[src/rtl/FPALL_pkg.sv]
// Shared formats and widths for the FP alignment datapath.
// FP16x2 packs two independent 14b lanes into the 28b fraction: hi = [27:14], lo = [13:0].
package FPALL_pkg;

  localparam int FRAC_W  = 28;
  localparam int LANE_W  = 14;
  localparam int SHAMT_W = 5;
  localparam int FINE_W  = 3;
  localparam int SPILL_W = (1 << SHAMT_W) - 1;

  typedef enum logic {
    FP32   = 1'b0,
    FP16X2 = 1'b1
  } fp_fmt_e;

  // Stage 1 applies the 16/8 weights of the shift, stage 2 the 4/2/1 residue.
  localparam logic [SHAMT_W-1:0] COARSE_MSK = 5'b11000;

  function automatic logic [SHAMT_W-1:0] fine_amt(input logic [FINE_W-1:0] res);
    return {{(SHAMT_W-FINE_W){1'b0}}, res};
  endfunction

endpackage

[src/rtl/rshift_sticky14.sv]
// Combinational 14b logical right shift with zero fill; sticky is the OR of every bit pushed out.
// Shifts of 14..31 clear the lane and fold the whole lane into sticky.
module rshift_sticky14
  import FPALL_pkg::*;
(
  input  logic [LANE_W-1:0]  d,
  input  logic [SHAMT_W-1:0] shamt,
  output logic [LANE_W-1:0]  q,
  output logic               sticky
);

  localparam int EXT_W = LANE_W + SPILL_W;

  logic [EXT_W-1:0] ext;

  // The spill field is wide enough to catch every bit even at the maximum shift.
  assign ext    = {d, {SPILL_W{1'b0}}} >> shamt;
  assign q      = ext[EXT_W-1 -: LANE_W];
  assign sticky = |ext[SPILL_W-1:0];

endmodule

[src/rtl/align_shifter.sv]
// Two-stage fraction aligner (FP32 or 2x FP16 lanes), latency 2, one result per cycle.
// Valid/ready pipe: a stage refills whenever its downstream slot frees; outputs hold while stalled.
module align_shifter
  import FPALL_pkg::*;
(
  input  logic               clk,
  input  logic               rst,
  input  fp_fmt_e            fmt,
  input  logic               in_valid,
  output logic               in_ready,
  input  logic [FRAC_W-1:0]  X,
  input  logic [SHAMT_W-1:0] Shift_h,
  input  logic [SHAMT_W-1:0] Shift_l,
  output logic               out_valid,
  input  logic               out_ready,
  output logic [FRAC_W-1:0]  R,
  output logic               Sticky_h,
  output logic               Sticky_l
);

  localparam int EXT32_W = FRAC_W + SPILL_W;

  logic s1_load;
  logic s2_load;

  logic              s1_valid;
  fp_fmt_e           s1_fmt;
  logic [FRAC_W-1:0] s1_d;
  logic [FINE_W-1:0] s1_res_h;
  logic [FINE_W-1:0] s1_res_l;
  logic              s1_st_h;
  logic              s1_st_l;

  logic              s2_valid;
  logic [FRAC_W-1:0] s2_r;
  logic              s2_st_h;
  logic              s2_st_l;

  assign s2_load  = !s2_valid || out_ready;
  assign s1_load  = !s1_valid || s2_load;
  assign in_ready = s1_load;

  // ---------------- stage 1: coarse shift ----------------
  logic [EXT32_W-1:0] c32_ext;
  logic [LANE_W-1:0]  c_hi_q;
  logic [LANE_W-1:0]  c_lo_q;
  logic               c_hi_st;
  logic               c_lo_st;

  assign c32_ext = {X, {SPILL_W{1'b0}}} >> (Shift_l & COARSE_MSK);

  rshift_sticky14 u_coarse_hi (
    .d      (X[FRAC_W-1:LANE_W]),
    .shamt  (Shift_h & COARSE_MSK),
    .q      (c_hi_q),
    .sticky (c_hi_st)
  );

  rshift_sticky14 u_coarse_lo (
    .d      (X[LANE_W-1:0]),
    .shamt  (Shift_l & COARSE_MSK),
    .q      (c_lo_q),
    .sticky (c_lo_st)
  );

  logic [FRAC_W-1:0] s1_d_nxt;
  logic              s1_st_h_nxt;
  logic              s1_st_l_nxt;

  always_comb begin
    s1_d_nxt    = {c_hi_q, c_lo_q};
    s1_st_h_nxt = c_hi_st;
    s1_st_l_nxt = c_lo_st;
    if (fmt == FP32) begin
      s1_d_nxt    = c32_ext[EXT32_W-1 -: FRAC_W];
      s1_st_h_nxt = 1'b0;
      s1_st_l_nxt = |c32_ext[SPILL_W-1:0];
    end
  end

  // ---------------- stage 2: fine shift ----------------
  logic [EXT32_W-1:0] f32_ext;
  logic [LANE_W-1:0]  f_hi_q;
  logic [LANE_W-1:0]  f_lo_q;
  logic               f_hi_st;
  logic               f_lo_st;

  assign f32_ext = {s1_d, {SPILL_W{1'b0}}} >> fine_amt(s1_res_l);

  rshift_sticky14 u_fine_hi (
    .d      (s1_d[FRAC_W-1:LANE_W]),
    .shamt  (fine_amt(s1_res_h)),
    .q      (f_hi_q),
    .sticky (f_hi_st)
  );

  rshift_sticky14 u_fine_lo (
    .d      (s1_d[LANE_W-1:0]),
    .shamt  (fine_amt(s1_res_l)),
    .q      (f_lo_q),
    .sticky (f_lo_st)
  );

  logic [FRAC_W-1:0] s2_r_nxt;
  logic              s2_st_h_nxt;
  logic              s2_st_l_nxt;

  always_comb begin
    s2_r_nxt    = {f_hi_q, f_lo_q};
    s2_st_h_nxt = s1_st_h | f_hi_st;
    s2_st_l_nxt = s1_st_l | f_lo_st;
    if (s1_fmt == FP32) begin
      s2_r_nxt    = f32_ext[EXT32_W-1 -: FRAC_W];
      s2_st_h_nxt = 1'b0;
      s2_st_l_nxt = s1_st_l | (|f32_ext[SPILL_W-1:0]);
    end
  end

  // ---------------- pipeline registers ----------------
  always_ff @(posedge clk) begin
    if (rst) begin
      s1_valid <= 1'b0;
      s1_fmt   <= FP32;
      s1_d     <= '0;
      s1_res_h <= '0;
      s1_res_l <= '0;
      s1_st_h  <= 1'b0;
      s1_st_l  <= 1'b0;
      s2_valid <= 1'b0;
      s2_r     <= '0;
      s2_st_h  <= 1'b0;
      s2_st_l  <= 1'b0;
    end else begin
      if (s1_load) begin
        s1_valid <= in_valid;
        if (in_valid) begin
          s1_fmt   <= fmt;
          s1_d     <= s1_d_nxt;
          s1_res_h <= Shift_h[FINE_W-1:0];
          s1_res_l <= Shift_l[FINE_W-1:0];
          s1_st_h  <= s1_st_h_nxt;
          s1_st_l  <= s1_st_l_nxt;
        end
      end
      if (s2_load) begin
        s2_valid <= s1_valid;
        if (s1_valid) begin
          s2_r    <= s2_r_nxt;
          s2_st_h <= s2_st_h_nxt;
          s2_st_l <= s2_st_l_nxt;
        end
      end
    end
  end

  // Reset masks the outputs in the same cycle so nothing stale can hand off while rst is high.
  assign out_valid = s2_valid & ~rst;
  assign R         = rst ? '0 : s2_r;
  assign Sticky_h  = s2_st_h & ~rst;
  assign Sticky_l  = s2_st_l & ~rst;

  a_hold_r : assert property (@(posedge clk) disable iff (rst)
    (out_valid && !out_ready) |=> ($stable(R) && $stable(Sticky_h) && $stable(Sticky_l)));

  a_fp32_sticky_h : assert property (@(posedge clk) disable iff (rst)
    (s2_valid && s1_fmt == FP32 && s2_load && s1_valid) |=> !s2_st_h);

endmodule

[config.mk]
export PLATFORM = sky130hd
export DESIGN_NAME = align_shifter
export DESIGN_NICKNAME = d
export VERILOG_FILES = /design/src/rtl/FPALL_pkg.sv /design/src/rtl/rshift_sticky14.sv /design/src/rtl/align_shifter.sv
export SDC_FILE = /design/constraint.sdc
export NUM_CORES = 1
export LEC_CHECK = 0
export CAP_MARGIN = 25
export CORE_MARGIN = 3
export CORE_UTILIZATION = 50
export DETAILED_ROUTE_END_ITERATION = 10
export MAX_ROUTING_LAYER = met4
export PLACE_DENSITY = 0.73
export SYNTH_ARGS = -nofsm -noshare
export SYNTH_HDL_FRONTEND = slang
export SYNTH_SLANG_ARGS = --single-unit
[constraint.sdc]
create_clock -name clk -period 5.2 [get_ports clk]
set_input_delay 1.04 -clock clk [delete_from_list [all_inputs] [get_ports clk]]
set_output_delay 1.04 -clock clk [all_outputs]
set_load 0.02 [all_outputs]
==> run metrics <==
synth top area cells=dfxtp_1 28%, mux4_2 16%, mux2i_1 7.0%; cts hold-fix bufs=0; main flop type after synthesis=dfxtp_1; chip height=105 um; post-layout min period=3600 ps; Synth Instances=577; Final period util=69.1%; Pwr per Cell Area=242 nW/um^2; core area=9370 um^2; synth unique cells=48; vias in the first global route=4148; global placement routability congestion=0.897; Syn. warnings=0; CTS tree=built; total iterations of the first detailed-routing run=5; top cell type's share of synthesized area=28.3%; outcome=finished clean; Post-synth EDFFs=0; DR vias/cell=6.10; CTS H-tree lvls=3; Post-Syn Area per Cell=8.46 um^2; VDD IR max=0.142 mV; critical path startpoint=rst; Setup crit start kind=primary input; Setup Viol. Count Final=0; final setup TNS=0 ps; critical path peak fanout=37; first-pass GRT wire length=21800 um; DIE AREA=11000 um^2; Synth Net Count=620; GR Util All Layers=25.1%; port bufs=74; Place WS=1610 ps; Worst Path Arrival=2560 ps; post-route ant nets=0; PostCTS Resize Cnt=0; most area-hungry cell type in the Yosys netlist=dfxtp_1; post-synthesis sequential area ratio=28.3%; CP required=4160 ps; reg2reg end=s2_r[13]$_SDFFE_PP0P_; max_cap viols=0; Slew Viols, Final=0; Layout area overhead=19.9%; root buffer cell=clkbuf_8; Leakage=1.98 nW; CP endpoint=R[17]; I/O pin cnt=75; antenna violations before repair=0; share of layout cells above drive strength 1=11.7%; f_max=278 MHz; post-CTS setup buffer count=0; Worst Skew=10.5 ps; post-DR wirelength/cell=17.9 um; CTS Buf Count=9; Initial Utilization=52.1%; Rel. slew slack=44.6%; Hold WS=474 ps; GR Overflow Total=0; HPWL Detailed=9680 um; RSZ-0062 raised after global routing=no; final WL=13400 um; Longest Clk Path Bufs=2; row count=35; Crit Path Category=in2out; synthesized cell area=4880 um^2; worst skew pair latency=350 ps; Final Hold Fails=0; most frequent cell after synthesis=nand2_1; crit end category=output port; #FFs+latches synth=69; via count=4549; FF-to-FF setup slack=2850 ps; first-iteration detailed-routing DRC count=320; worst reg2reg path depth=5; worst hold path type=reg2reg; Fill cells=848; Die X=105 um; top cells by instance count after synthesis=76 x nand2_1, 69 x dfxtp_1, 59 x nor2_1; Layout Nets=655; clk sinks=69; Reg2Reg Launch Point=s1_fmt$_SDFFE_PP0P_; largest net degree at the start of global routing=48; measured slew at the worst slew-check pin=830 ps; Antenna diodes=0; ys async rst share=0%; DR DRC count=0; Worst-path clk slew=80 ps; min setup slack post-route=1600 ps
-- worst max-delay path, stage by stage --
cell,delay (ps)
buf_2,500
buf_4,340
nor2b_1,110
clkdlybuf4s50_1,560
-- kinds of logic (layout without fill, tap and decap cells) --
family | after synthesis | after routing | synth area share [%]
DFF | 69 | 69 | 28.3
AOI/OAI and AO/OA | 149 | 149 | 20.9
and+or+nand+nor | 215 | 215 | 20.3
muxes | 74 | 74 | 24.1
buffers and inverters | 70 | 110 | 6.38
-- cell usage in the layout, fill, tap and decap left out, drive strengths merged, types with 9 or more instances in the layout --
master and n:
mux2i 34, o21ai 24, a221oi 12, a21oi 36, nand2 76, clkbuf 12
nor2 59, dfxtp 69, mux4 34, o211ai 14, nor2b 42, buf 12
a22oi 14, a311oi 9, nor3 17, clkdlybuf4s50 73
-- metal layers --
layer | global-route usage [%] | vias up | wire length (um)
li1 | - | 2202 | -
met1 | 36.2 | 2146 | 6300
met2 | 37.1 | 189 | 5930
met3 | 4.82 | 12 | 996
met4 | 4.31 | 0 | 148
met5 | - | - | 0
-- sequential cells by signal (all words and copies together), names as in the netlist --
| signal | count |
|---|---|
| s1_valid | 1 |
| s1_d | 28 |
| s2_r | 28 |
| s1_fmt | 1 |
| s1_res_l | 3 |
| s1_st_h | 1 |
| s2_valid | 1 |
| s1_res_h | 3 |
| s2_st_h | 1 |
| s2_st_l | 1 |
| s1_st_l | 1 |
-- how the worst min path moves through the flow --
stage               depth (start not counted)            startpoint              endpoint
floorplan                                   2  s1_st_h$_SDFFE_PP0P_  s1_st_h$_SDFFE_PP0P_
global placement                            2  s1_st_h$_SDFFE_PP0P_  s1_st_h$_SDFFE_PP0P_
detailed placement                          2  s1_st_h$_SDFFE_PP0P_  s1_st_h$_SDFFE_PP0P_
CTS                                         2  s1_st_h$_SDFFE_PP0P_  s1_st_h$_SDFFE_PP0P_
global route                                2  s1_st_h$_SDFFE_PP0P_  s1_st_h$_SDFFE_PP0P_
finish                                      2  s1_st_h$_SDFFE_PP0P_  s1_st_h$_SDFFE_PP0P_
-- report_power, final --
group / total [mW] / internal (mW) / switching (mW)
Sequential: 0.600 / 0.559 / 0.0407
Combinational: 0.314 / 0.152 / 0.161
Clock: 0.505 / 0.295 / 0.209
Total: 1.42 / 1.01 / 0.412
-- stage by stage --
step                      std cells  power (mW)  utilization [%]  instance area [um^2]
after floorplan                 577       0.813                -                  4880
after global placement          727       0.913             59.3                  5560
after detailed placement        727       0.917             59.3                  5560
after CTS                       743        1.42             61.7                  5790
after global routing            746        1.48             62.4                  5850
final                           746        1.42             62.4                  5850
-- layout make-up --
class / count / area [um^2] / share of cell area, %
Multi-Input combinational cell: 438 / 3190 / 54.5
Sequential cell: 69 / 1380 / 23.7
Timing Repair Buffer: 85 / 858 / 14.7
Tap cell: 129 / 161 / 2.76
Clock buffer: 12 / 155 / 2.65
Clock inverter: 4 / 70.1 / 1.20
Inverter: 9 / 33.8 / 0.578
Power figures use the tool's default switching activity.
==> variant, RTL diff (config.mk and constraints unchanged) <==
Make the reset (`rst`) asynchronous in one clocked block.
--- a/src/rtl/align_shifter.sv
+++ b/src/rtl/align_shifter.sv
@@ -117,7 +117,7 @@
   end
 
   // ---------------- pipeline registers ----------------
-  always_ff @(posedge clk) begin
+  always_ff @(posedge clk or posedge rst) begin
     if (rst) begin
       s1_valid <= 1'b0;
       s1_fmt   <= FP32;
Behaviour: differs if rst is asserted again (counterexample within 4 cycles, from zero or initial values and one cycle with rst high); with rst held inactive, the same outputs for 4 cycles.
==> variant against the original RTL <==
Final area grew 0.24%; cell count shrank 2.3%; sequential cell count is the same; setup slack gained 0.079 ns; wire length shrank 7.8%; area after synthesis is essentially flat; hold slack lost 0.0045 ns.
Power is not compared: it rests on default switching activity, and its combinational part moved more than twofold at a synthesized area within 25%.
==> variant: results (changes against the original RTL) <==
INFO  metric outcome = completed
INFO  metric number_of_cells_on_the_worst_hold_path = 2 (unchanged)
INFO  metric fraction_of_layout_cells_with_a_size_suffix_above_1 = 9.67% (-2.0 points)
INFO  metric dpl_worst_slack = 1.17 ns (-0.445 ns)
INFO  metric grtUsageTotal = 23.8% (-1.3 points)
INFO  metric tritoncts_buffer_count = 9 (unchanged)
INFO  metric use_met1 = 33.8% (-2.5 points)
INFO  metric placed_cells_incl_taps = 712 (-2.1%)
INFO  metric drtIter0Drc = 346 (+8.1%)
INFO  metric gr-usage-met3 = 3.71% (-1.1 points)
INFO  metric route.vias.total = 4,332 (-4.8%)
INFO  metric grt_first_pass_wirelength = 20,800 um (-4.4%)
INFO  metric grt_pass1_vias = 4,114 (-0.82%)
INFO  metric gp_congestion = 0.958 (+6.9%)
INFO  metric worst_clock_skew = 0.00987 ns (-0.000663 ns)
INFO  metric yosysSeqAreaShare = 35.4% (+7.1 points)
INFO  metric routed_wirelength = 12,300 um (-7.8%)
INFO  metric critical_path.max_stage_delay = 0.62 ns (+0.06 ns)
INFO  metric detailedPlacementHpwl = 9290 um (-4.0%)
INFO  metric hp-class = register to register
INFO  metric nets = 638 (-2.6%)
INFO  metric synth_commonest_cells = 69 x dfrtp_1, 63 x nand2_1, 46 x nor2_1
INFO  metric max-vdd-ir-drop = 0.139 mV
INFO  metric worstMarginPinSlew = 0.839 ns (+0.00907 ns)
INFO  metric grt_start_max_net_pins = 50 (+4.2%)
INFO  metric synth_cell_type_count = 50 (+4.2%)
INFO  metric dominant_synthesized_flop_cell = dfrtp_1
INFO  metric ys_async_sr_fraction = 100% (+100 points)
INFO  metric syn_nets = 588 (-5.2%)
INFO  metric cp.arrival = 2.48 ns (-0.08 ns)
INFO  metric worst_reg_to_reg_path_cell_count = 4 (-1)
INFO  metric critical_path_peak_fanout = 31 (-16%)
INFO  metric dpl_cell_area = 5650 sq um (+1.5%)
INFO  metric synth.top_cells.by_area = dfrtp_1 35%, mux2i_1 9.0%, nor2b_1 5.6%
INFO  metric postSynthAreaPerCell = 8.96 sq um (+5.9%)
-- variant: cell types whose count changed in the layout (fill, tap and decap cells not counted), sizes merged, moves of 10 or more --
| cell | before | now |
|---|---|---|
| mux4 | 34 | 14 |
| o21ai | 24 | 43 |
| nand2 | 76 | 63 |
| nand2b | 1 | 12 |
| mux2i | 34 | 44 |
| dfxtp | 69 | 0 |
| nor2 | 59 | 46 |
| mux2 | 6 | 18 |
| o211ai | 14 | 2 |
| dfrtp | 0 | 69 |
-- variant: kinds of logic (layout without fill, tap and decap cells) --
logic type | after synthesis | in the layout | synth area share, %
AOI/OAI and AO/OA | 149 | 149 | 19.8
buffers and inverters | 51 | 106 | 4.90
DFF | 69 | 69 | 35.4
muxes | 76 | 76 | 19.9
and+or+nand+nor | 200 | 200 | 20.0
-- variant: stage by stage --
| stage | total power [mW] | hold slack, ns |
|---|---|---|
| final | 1.80 | 0.470 |
| after detailed placement | 1.37 | 0.463 |
| after global routing | 1.91 | 0.499 |
| after floorplan | 1.16 | 0.431 |
| after global placement | 1.35 | 0.446 |
| after CTS | 1.80 | 0.480 |
-- variant: path summary, 6_finish.rpt --
kind	from	end	slack, ns
worst max-delay path	rst	R[4]	1.68
worst min-delay path	s2_r[26]	s2_r[26]	0.47
worst max register to register	s1_res_h[0]	s2_st_h	3.06
worst min register to register	s2_r[26]	s2_r[26]	0.47
max in group asynchronous	rst	s1_d[16]	3.27
min in group asynchronous	rst	s2_r[0]	1.32
-- variant: tightest hold or removal path, stage by stage (launching register included) --
cell and delay [ns]:
dfrtp_1 0.34, nand2_1 0.05, nand2_1 0.05
-- variant: area by class of cell --
class / count / area [sq um]
Clock buffer: 10 / 128
Clock inverter: 6 / 63.8
Fill cell: 853 / 3510
Inverter: 6 / 22.5
Multi-Input combinational cell: 425 / 2920
Sequential cell: 69 / 1730
Tap cell: 129 / 161
Timing Repair Buffer: 84 / 846
-- variant: per-layer routing --
metal  routed length [um]  share of wire (%)  vias up
met3                  822                6.7       15
li1                     -                  -     2094
met1                 5720                 46     2058
met4                  155                1.3        0
met2                 5640                 46      165
met5                    0                  0        -
-- variant: power by group --
group	switching [mW]	leakage, nW	internal [mW]
logic	0.325	1.41	0.311
clock network	0.210	0.0923	0.221
registers	0.101	0.864	0.630
total	0.636	2.36	1.16
